==> config.mk <==
export PLATFORM = sky130hd
export DESIGN_NAME = ul4_arb
export DESIGN_NICKNAME = d
export VERILOG_FILES = /design/src/rtl/ul4_arb.sv
export SDC_FILE = /design/constraint.sdc
export NUM_CORES = 1
export LEC_CHECK = 0
export BUFFER_PORTS_ARGS = -buffer_cell sky130_fd_sc_hd__buf_2
export CAP_MARGIN = 15
export CELL_PAD_IN_SITES_DETAIL_PLACEMENT = 0
export CELL_PAD_IN_SITES_GLOBAL_PLACEMENT = 1
export CORE_MARGIN = 1
export CORE_UTILIZATION = 30
export CTS_CLUSTER_SIZE = 24
export DETAILED_ROUTE_END_ITERATION = 8
export GPL_TIMING_DRIVEN = 0
export PLACE_DENSITY = 0.63
export REMOVE_ABC_BUFFERS = 1
export SLEW_MARGIN = 20
export SYNTH_ARGS = -nofsm -noshare
export SYNTH_HDL_FRONTEND = slang
export SYNTH_SLANG_ARGS = --single-unit
==> constraint.sdc <==
create_clock -name clk -period 1.4 [get_ports clk]
set_input_delay 0.28 -clock clk [delete_from_list [all_inputs] [get_ports clk]]
set_output_delay 0.28 -clock clk [all_outputs]
set_load 0.01 [all_outputs]
==> src/rtl/ul4_arb.sv <==
// Two-requester front end sharing a single 4-bit logic unit (ul4).
// Round-robin grant, three-state IDLE/EXEC/DONE pipeline with result backpressure.

module ul4 (
  input  logic [3:0] a_i,
  input  logic [3:0] b_i,
  input  logic [1:0] s_i,
  output logic [3:0] y_o
);

  always_comb begin
    y_o = 4'h0;
    unique case (s_i)
      2'b00: y_o = a_i & b_i;
      2'b01: y_o = a_i | b_i;
      2'b10: y_o = a_i ^ b_i;
      2'b11: y_o = ~a_i;
      default: y_o = 4'h0;
    endcase
  end

endmodule

module ul4_arb (
  input  logic       clk,
  input  logic       rst_n,
  input  logic       v0_i,
  input  logic       v1_i,
  input  logic [3:0] a0_i,
  input  logic [3:0] b0_i,
  input  logic [3:0] a1_i,
  input  logic [3:0] b1_i,
  input  logic [1:0] s0_i,
  input  logic [1:0] s1_i,
  output logic       rdy0_o,
  output logic       rdy1_o,
  output logic [3:0] res_o,
  output logic       res_id_o,
  output logic       res_v_o,
  input  logic       res_rdy_i,
  output logic [7:0] ops_o
);

  typedef enum logic [1:0] {StIdle, StExec, StDone} state_e;

  state_e      state_q, state_d;
  logic        last_grant_q, last_grant_d;
  logic [3:0]  op_a_q, op_a_d;
  logic [3:0]  op_b_q, op_b_d;
  logic [1:0]  op_s_q, op_s_d;
  logic        op_id_q, op_id_d;
  logic [3:0]  res_q, res_d;
  logic        res_id_q, res_id_d;
  logic        res_v_q, res_v_d;
  logic [7:0]  ops_q, ops_d;
  logic        grant;
  logic        accept;
  logic [3:0]  alu_y;

  ul4 u_ul4 (
    .a_i (op_a_q),
    .b_i (op_b_q),
    .s_i (op_s_q),
    .y_o (alu_y)
  );

  // On a tie the requester that did not win last time gets the unit.
  always_comb begin
    if (v0_i && v1_i) begin
      grant = ~last_grant_q;
    end else begin
      grant = ~v0_i;
    end
  end

  // rst_n gating keeps both ready lines low throughout reset.
  assign rdy0_o = rst_n && (state_q == StIdle) && v0_i && !grant;
  assign rdy1_o = rst_n && (state_q == StIdle) && v1_i && grant;
  assign accept = rdy0_o || rdy1_o;

  always_comb begin
    state_d      = state_q;
    last_grant_d = last_grant_q;
    op_a_d       = op_a_q;
    op_b_d       = op_b_q;
    op_s_d       = op_s_q;
    op_id_d      = op_id_q;
    res_d        = res_q;
    res_id_d     = res_id_q;
    res_v_d      = res_v_q;
    ops_d        = ops_q;
    unique case (state_q)
      StIdle: begin
        if (accept) begin
          last_grant_d = grant;
          op_id_d      = grant;
          op_a_d       = grant ? a1_i : a0_i;
          op_b_d       = grant ? b1_i : b0_i;
          op_s_d       = grant ? s1_i : s0_i;
          state_d      = StExec;
        end
      end
      StExec: begin
        res_d    = alu_y;
        res_id_d = op_id_q;
        res_v_d  = 1'b1;
        state_d  = StDone;
      end
      StDone: begin
        if (res_rdy_i) begin
          res_v_d = 1'b0;
          ops_d   = ops_q + 8'd1;
          state_d = StIdle;
        end
      end
      default: state_d = StIdle;
    endcase
  end

  always_ff @(posedge clk or negedge rst_n) begin
    if (!rst_n) begin
      state_q      <= StIdle;
      last_grant_q <= 1'b1;
      op_a_q       <= 4'h0;
      op_b_q       <= 4'h0;
      op_s_q       <= 2'b00;
      op_id_q      <= 1'b0;
      res_q        <= 4'h0;
      res_id_q     <= 1'b0;
      res_v_q      <= 1'b0;
      ops_q        <= 8'h00;
    end else begin
      state_q      <= state_d;
      last_grant_q <= last_grant_d;
      op_a_q       <= op_a_d;
      op_b_q       <= op_b_d;
      op_s_q       <= op_s_d;
      op_id_q      <= op_id_d;
      res_q        <= res_d;
      res_id_q     <= res_id_d;
      res_v_q      <= res_v_d;
      ops_q        <= ops_d;
    end
  end

  assign res_o    = res_q;
  assign res_id_o = res_id_q;
  assign res_v_o  = res_v_q;
  assign ops_o    = ops_q;

endmodule

# Word level (Yosys, flattened, before mapping)

Index checks and enable logic that the tools add are counted.

Add/subtract/negate cells: 1
$mul: 0
Div/mod/pow operators: 0
Magnitude comparators: 0
Equal/unequal tests: 7
Shift-type cells: 0
Multiplexer cells: 10
Bitwise logic cells: 6
Reduce and logical (&&, ||, !) cells: 15

Operator list:

| operator                                                         | number |
|---|---|
| 4-bit case mux with 4 select lines                               | 1 |
| 8-bit by 1-bit adder with 8-bit output (second input constant)   | 1 |
| 4-bit two-way mux                                                | 2 |
| 2-bit AND reduction                                              | 4 |
| 2-bit == test (second input constant)                            | 3 |
| 1-bit logical AND                                                | 6 |
| 2-bit two-way mux                                                | 3 |
| 2-bit case mux with 3 select lines                               | 1 |
| 4-bit AND                                                        | 1 |
| 2-bit by 1-bit == test with 1-bit output (second input constant) | 2 |
| 2-bit zero test                                                  | 2 |
| 2-bit != test (second input constant)                            | 2 |
| 4-bit inverter                                                   | 1 |
| 4-bit bitwise OR                                                 | 1 |
| 4-bit bitwise XOR                                                | 1 |
| 1-bit two-way mux                                                | 2 |
| 1-bit inverter                                                   | 2 |
| 1-bit case mux with 2 select lines                               | 1 |
| 2-bit nonzero test                                               | 1 |
| 1-bit zero test                                                  | 1 |
| 1-bit logical OR                                                 | 1 |

Bits in registers: 28
Latch bits: 0
RAM bits: 0
ROM bits: 0
Output and inout port bits: 16
Logic and storage cells: 49
Memories kept: 0

# Longest topological paths before layout

Depth in word-level cells: 7
Mapped depth: 5
Gate-level depth less buffers: 5

# Cells and area by module

A second synthesis with hierarchy kept.

Cell total of the unflattened synthesis: 125
Area, all modules: 1,501.4 µm²

By module, submodules not included:

| module  | times used | cells an instance | area each (µm²) | sequential area each (µm²) |
|---|---|---|---|---|
| ul4_arb | 1          | 101               | 1,251.2         | 701.9 |
| ul4     | 1          | 24                | 250.2           | 0.0 |

# Least setup slack after synthesis

No wires, ideal clock.

Path kind: reg2reg
Start point: register op_a_q[0]
End point: register res_q[0] (netlist: res_o[0])
Library setup time: 125 ps
Arrival time: 1,357 ps
Required time: 1,275 ps
Slack: -81 ps
Stages on the path, launching flop included: 5
Cells stage by stage: dfrtp_1 -> inv_2 -> ha_1 -> mux4_2 -> mux2_2

Cells in the longest elaborated chain, start to end: 2
Elaborated cells between the ends (all ways): 5

Ends and longest elaborated chain:

| element                                   | line | text |
|---|---|---|
| start: declaration                        | 48   | `logic [3:0] op_a_q, op_a_d;` |
| start signal: assignment                  | 135  | `op_a_q <= op_a_d;` |
| 4-bit bitwise XOR (tied with other cells) | 16   | `2'b10: y_o = a_i ^ b_i;` |
| 4-bit case mux with 4 select lines *      | 13   | `unique case (s_i)` |
| end signal: assignment                    | 139  | `res_q <= res_d;` |
| end: declaration                          | 52   | `logic [3:0] res_q, res_d;` |

Every way passes the cells marked *; elsewhere a longest branch is shown, timed or not.
A chain may end at the register's enable or synchronous reset.

# Worst setup path in the final report

Start point: register state_q[0]
End point: output port rdy0_o

Cells in the longest elaborated chain, start to end: 4

Ends and longest elaborated chain:

| element                        | line | text |
|---|---|---|
| start: declaration             | 46   | `state_e state_q, state_d;` |
| start signal: assignment       | 122  | `state_q <= StIdle;` |
| start signal: assignment       | 133  | `state_q <= state_d;` |
| 2-bit zero test                | 77   | `assign rdy0_o = rst_n && (state_q == StIdle) && v0_i && !grant;` |
| 1-bit logical AND (3 in a row) | 77   |  |
| end: declaration               | 35   | `output logic rdy0_o,` |

Every way passes these cells.

==> metrics <==
Syn Area/Cell=about 11 um^2; Synth Area in Adders=0.07407; kind of cell adding the most delay to the critical path=simple AND/OR/NAND/NOR gates; CP Buf/Inv Count=1; Mapped Area=about 1500 um^2; Area Growth Syn to Fin=33.50%; CTS max path bufs=2; worst endpoint data arrival time=1.30 ns; Final Cycle Share=1.127; vias per cell=between 4 and 5; flops & latches, synth=28; status=finished, violations left; simple-gate share of the synthesized area=0.1342; Peak VDD IR=between 0.4 and 0.5 mV; Critical Path Start Type=register; Layout Cells excl Fill=around 250; CTS root buffer=clkbuf_8; area leader, netlist=dfrtp_1; ys async rst share=1.000; clock skew=~0.0018 ns; pre-CTS WS=-0.8852 ns; placed cell area=1770 um^2; required time worst endpoint=between 1 and 1.5 ns; largest net degree at the start of global routing=28; max incr delay on CP=0.43 ns; Final Cell Area=a little over 2000 um^2; mux contribution to synthesized area=0.1037; Yosys top cell area share=0.4444; IO buf count=40; core area=around 4800 um^2; Num CTS Buffers=3; setup violators final=6; vias in the first global route=approximately 1100; Post-synth EDFFs=0; Pwr Density=about 1800 nW/um^2; yosys warns=0; nets=between 200 and 250; largest family of logic cells by synthesized area=simple AND/OR/NAND/NOR gates; Die Width=about 73 um; setup ws final=-0.1777 ns; CTS tree=yes; Final Wtd Congestion=approximately 0.78; final hold vios=0; leakage power=about 0.96 nW; 1st-pass router iterations=4; initial DRC count=30; area of the multi-input gates=829.5 um^2; DIE HEIGHT=~73 um; fmax=~0.63 GHz; Worst Path Max Fanout=4; H-tree depth=1; failing checks=negative setup slack; CP Class=reg2out; share of cells above drive strength 1=0.4545; largest cells by area after synthesis=dfrtp_1 44%, ha_1 7.4%, mux4_2 5.9%; library cells used by synthesis=30; total clock sinks=28; DP Cell Count=approximately 240; maxcap violations=0; Fill cells=roughly 490; sequential share of the synthesized area=0.4617; Post-Route WL=about 3.1 mm; worst rel slew slack=0.7804; most common cell in the synthesized netlist=dfrtp_1; XOR/XNOR Fraction of Synth Area=0.04033; RSZ-0062 raised after global routing=yes; Reg area=~700 um^2; DP HPWL=between 2 and 2.5 mm; Final Slew Violations=0; Main synth FF type=dfrtp_1; Cells after Synth=approximately 140; first-pass GRT wire length=4.892 mm; Overflow after GRT=0; Hold WC Path Type=in2reg; Post-DRT Antenna Nets=0; total negative setup slack=-0.8148 ns; crit path time final=1.578 ns; initial antenna violation count=0; # DRC=0; Initial Utilization=0.3176; commonest cells in the netlist=27 x dfrtp_1, 12 x a21oi_1, 11 x o21ai_0; CP max-delay cell=dfrtp_2; crit-path cells=nor3b_4 > nor3b_2 > buf_2; CTS clk-pin slew, worst paths=around 0.09 ns; Synth Area in Compound Gates=0.1267; antenna diode count=0; drt wl/cell=12.09 um; row count=25; via count=between 1000 and 1500; Die ar.=5356 um^2; CP Capture Type=output port; worst-margin pin slew=0.3287 ns; total track usage=0.1189; Clock Latency Late Sink=0.27 ns; total I/O pin count=a little over 40
[final timing paths]
path                       startpoint  cells past startpoint  slack (ns)           end
max                        state_q[0]                      3       -0.18        rdy0_o
min                         res_rdy_i                      2        0.24    state_q[1]
max reg2reg                 op_a_q[0]                      4       -0.13      res_o[0]
min reg2reg                  ops_o[7]                      1        0.47      ops_o[7]
max in group asynchronous       rst_n                      3        0.61    state_q[1]
min in group asynchronous       rst_n                      2        0.61  last_grant_q
[state kept, by name (all words and copies together), names as in the netlist]
signal        flops
last_grant_q      1
res_v_o           1
state_q           2
op_b_q            4
op_id_q           1
op_a_q            4
op_s_q            2
res_o             4
res_id_o          1
ops_o             8
[timing repair]
item,4_1_cts,5_1_grt
pin swaps,5,3
gates resized for setup,16,8
hold endpoints to repair,27,0
setup endpoints to repair,19,9
hold buffers,2,0
setup buffers,6,0
[cell usage in the layout (no fill, tap or decap), types with 5 or more instances in the layout]
master / Yosys / routed
inv_2: 6 / 10
o21ai_0: 11 / 11
buf_2: 3 / 38
ha_1: 9 / 5
a21oi_1: 12 / 12
dfrtp_1: 27 / 25
a31oi_1: 10 / 10
buf_4: 0 / 7
nand3b_1: 10 / 10
inv_1: 9 / 5
[cell families after synthesis]
| logic type | Yosys count |
|---|---|
| xor gates and xnor gates | 7 |
| muxes | 10 |
| AOI/OAI and AO/OA | 35 |
| buffers and inverters | 23 |
| adders and majority gates | 9 |
| DFF | 28 |
| and+or+nand+nor | 31 |
[report_power, final]
part / internal (W) / leakage [nW] / switching [W]
clock network: 0.000383 / 0.0357 / 0.000246
registers: 0.00114 / 0.332 / 0.000324
logic: 0.000850 / 0.589 / 0.000652
[per-stage QoR]
| stage | hold WS (ns) | total power [W] | utilization |
|---|---|---|---|
| 4_1_cts | 0.2247 | 0.003564 | 0.4154 |
| 5_1_grt | 0.2356 | 0.003869 | 0.4241 |
| 3_3_place_gp | 0.3311 | 0.002645 | 0.3699 |
| 3_5_place_dp | 0.3337 | 0.002711 | 0.3699 |
| 6_report | 0.2376 | 0.003595 | 0.4241 |
| 2_1_floorplan | -0.01559 | 0.002285 | - |
[metal layers]
| metal | routed length, um | global-route usage | share of wire |
|---|---|---|---|
| met5 | 0 | 0 | 0 |
| met1 | 1430 | 0.1442 | 0.47 |
| met4 | 29 | 0.03268 | 0.0094 |
| met2 | 1422 | 0.2119 | 0.46 |
| met3 | 190 | 0.02486 | 0.062 |
[area by class of cell]
type / count / area share
clock buffer: 3 / 0.02035
clock inverter: 1 / 0.01480
inverter: 15 / 0.02774
multi-input combinational: 92 / 0.4088
sequential: 28 / 0.3471
tap: 67 / 0.04131
timing repair buffer: 48 / 0.1400
No activity file was read; power rests on OpenSTA's default activity.
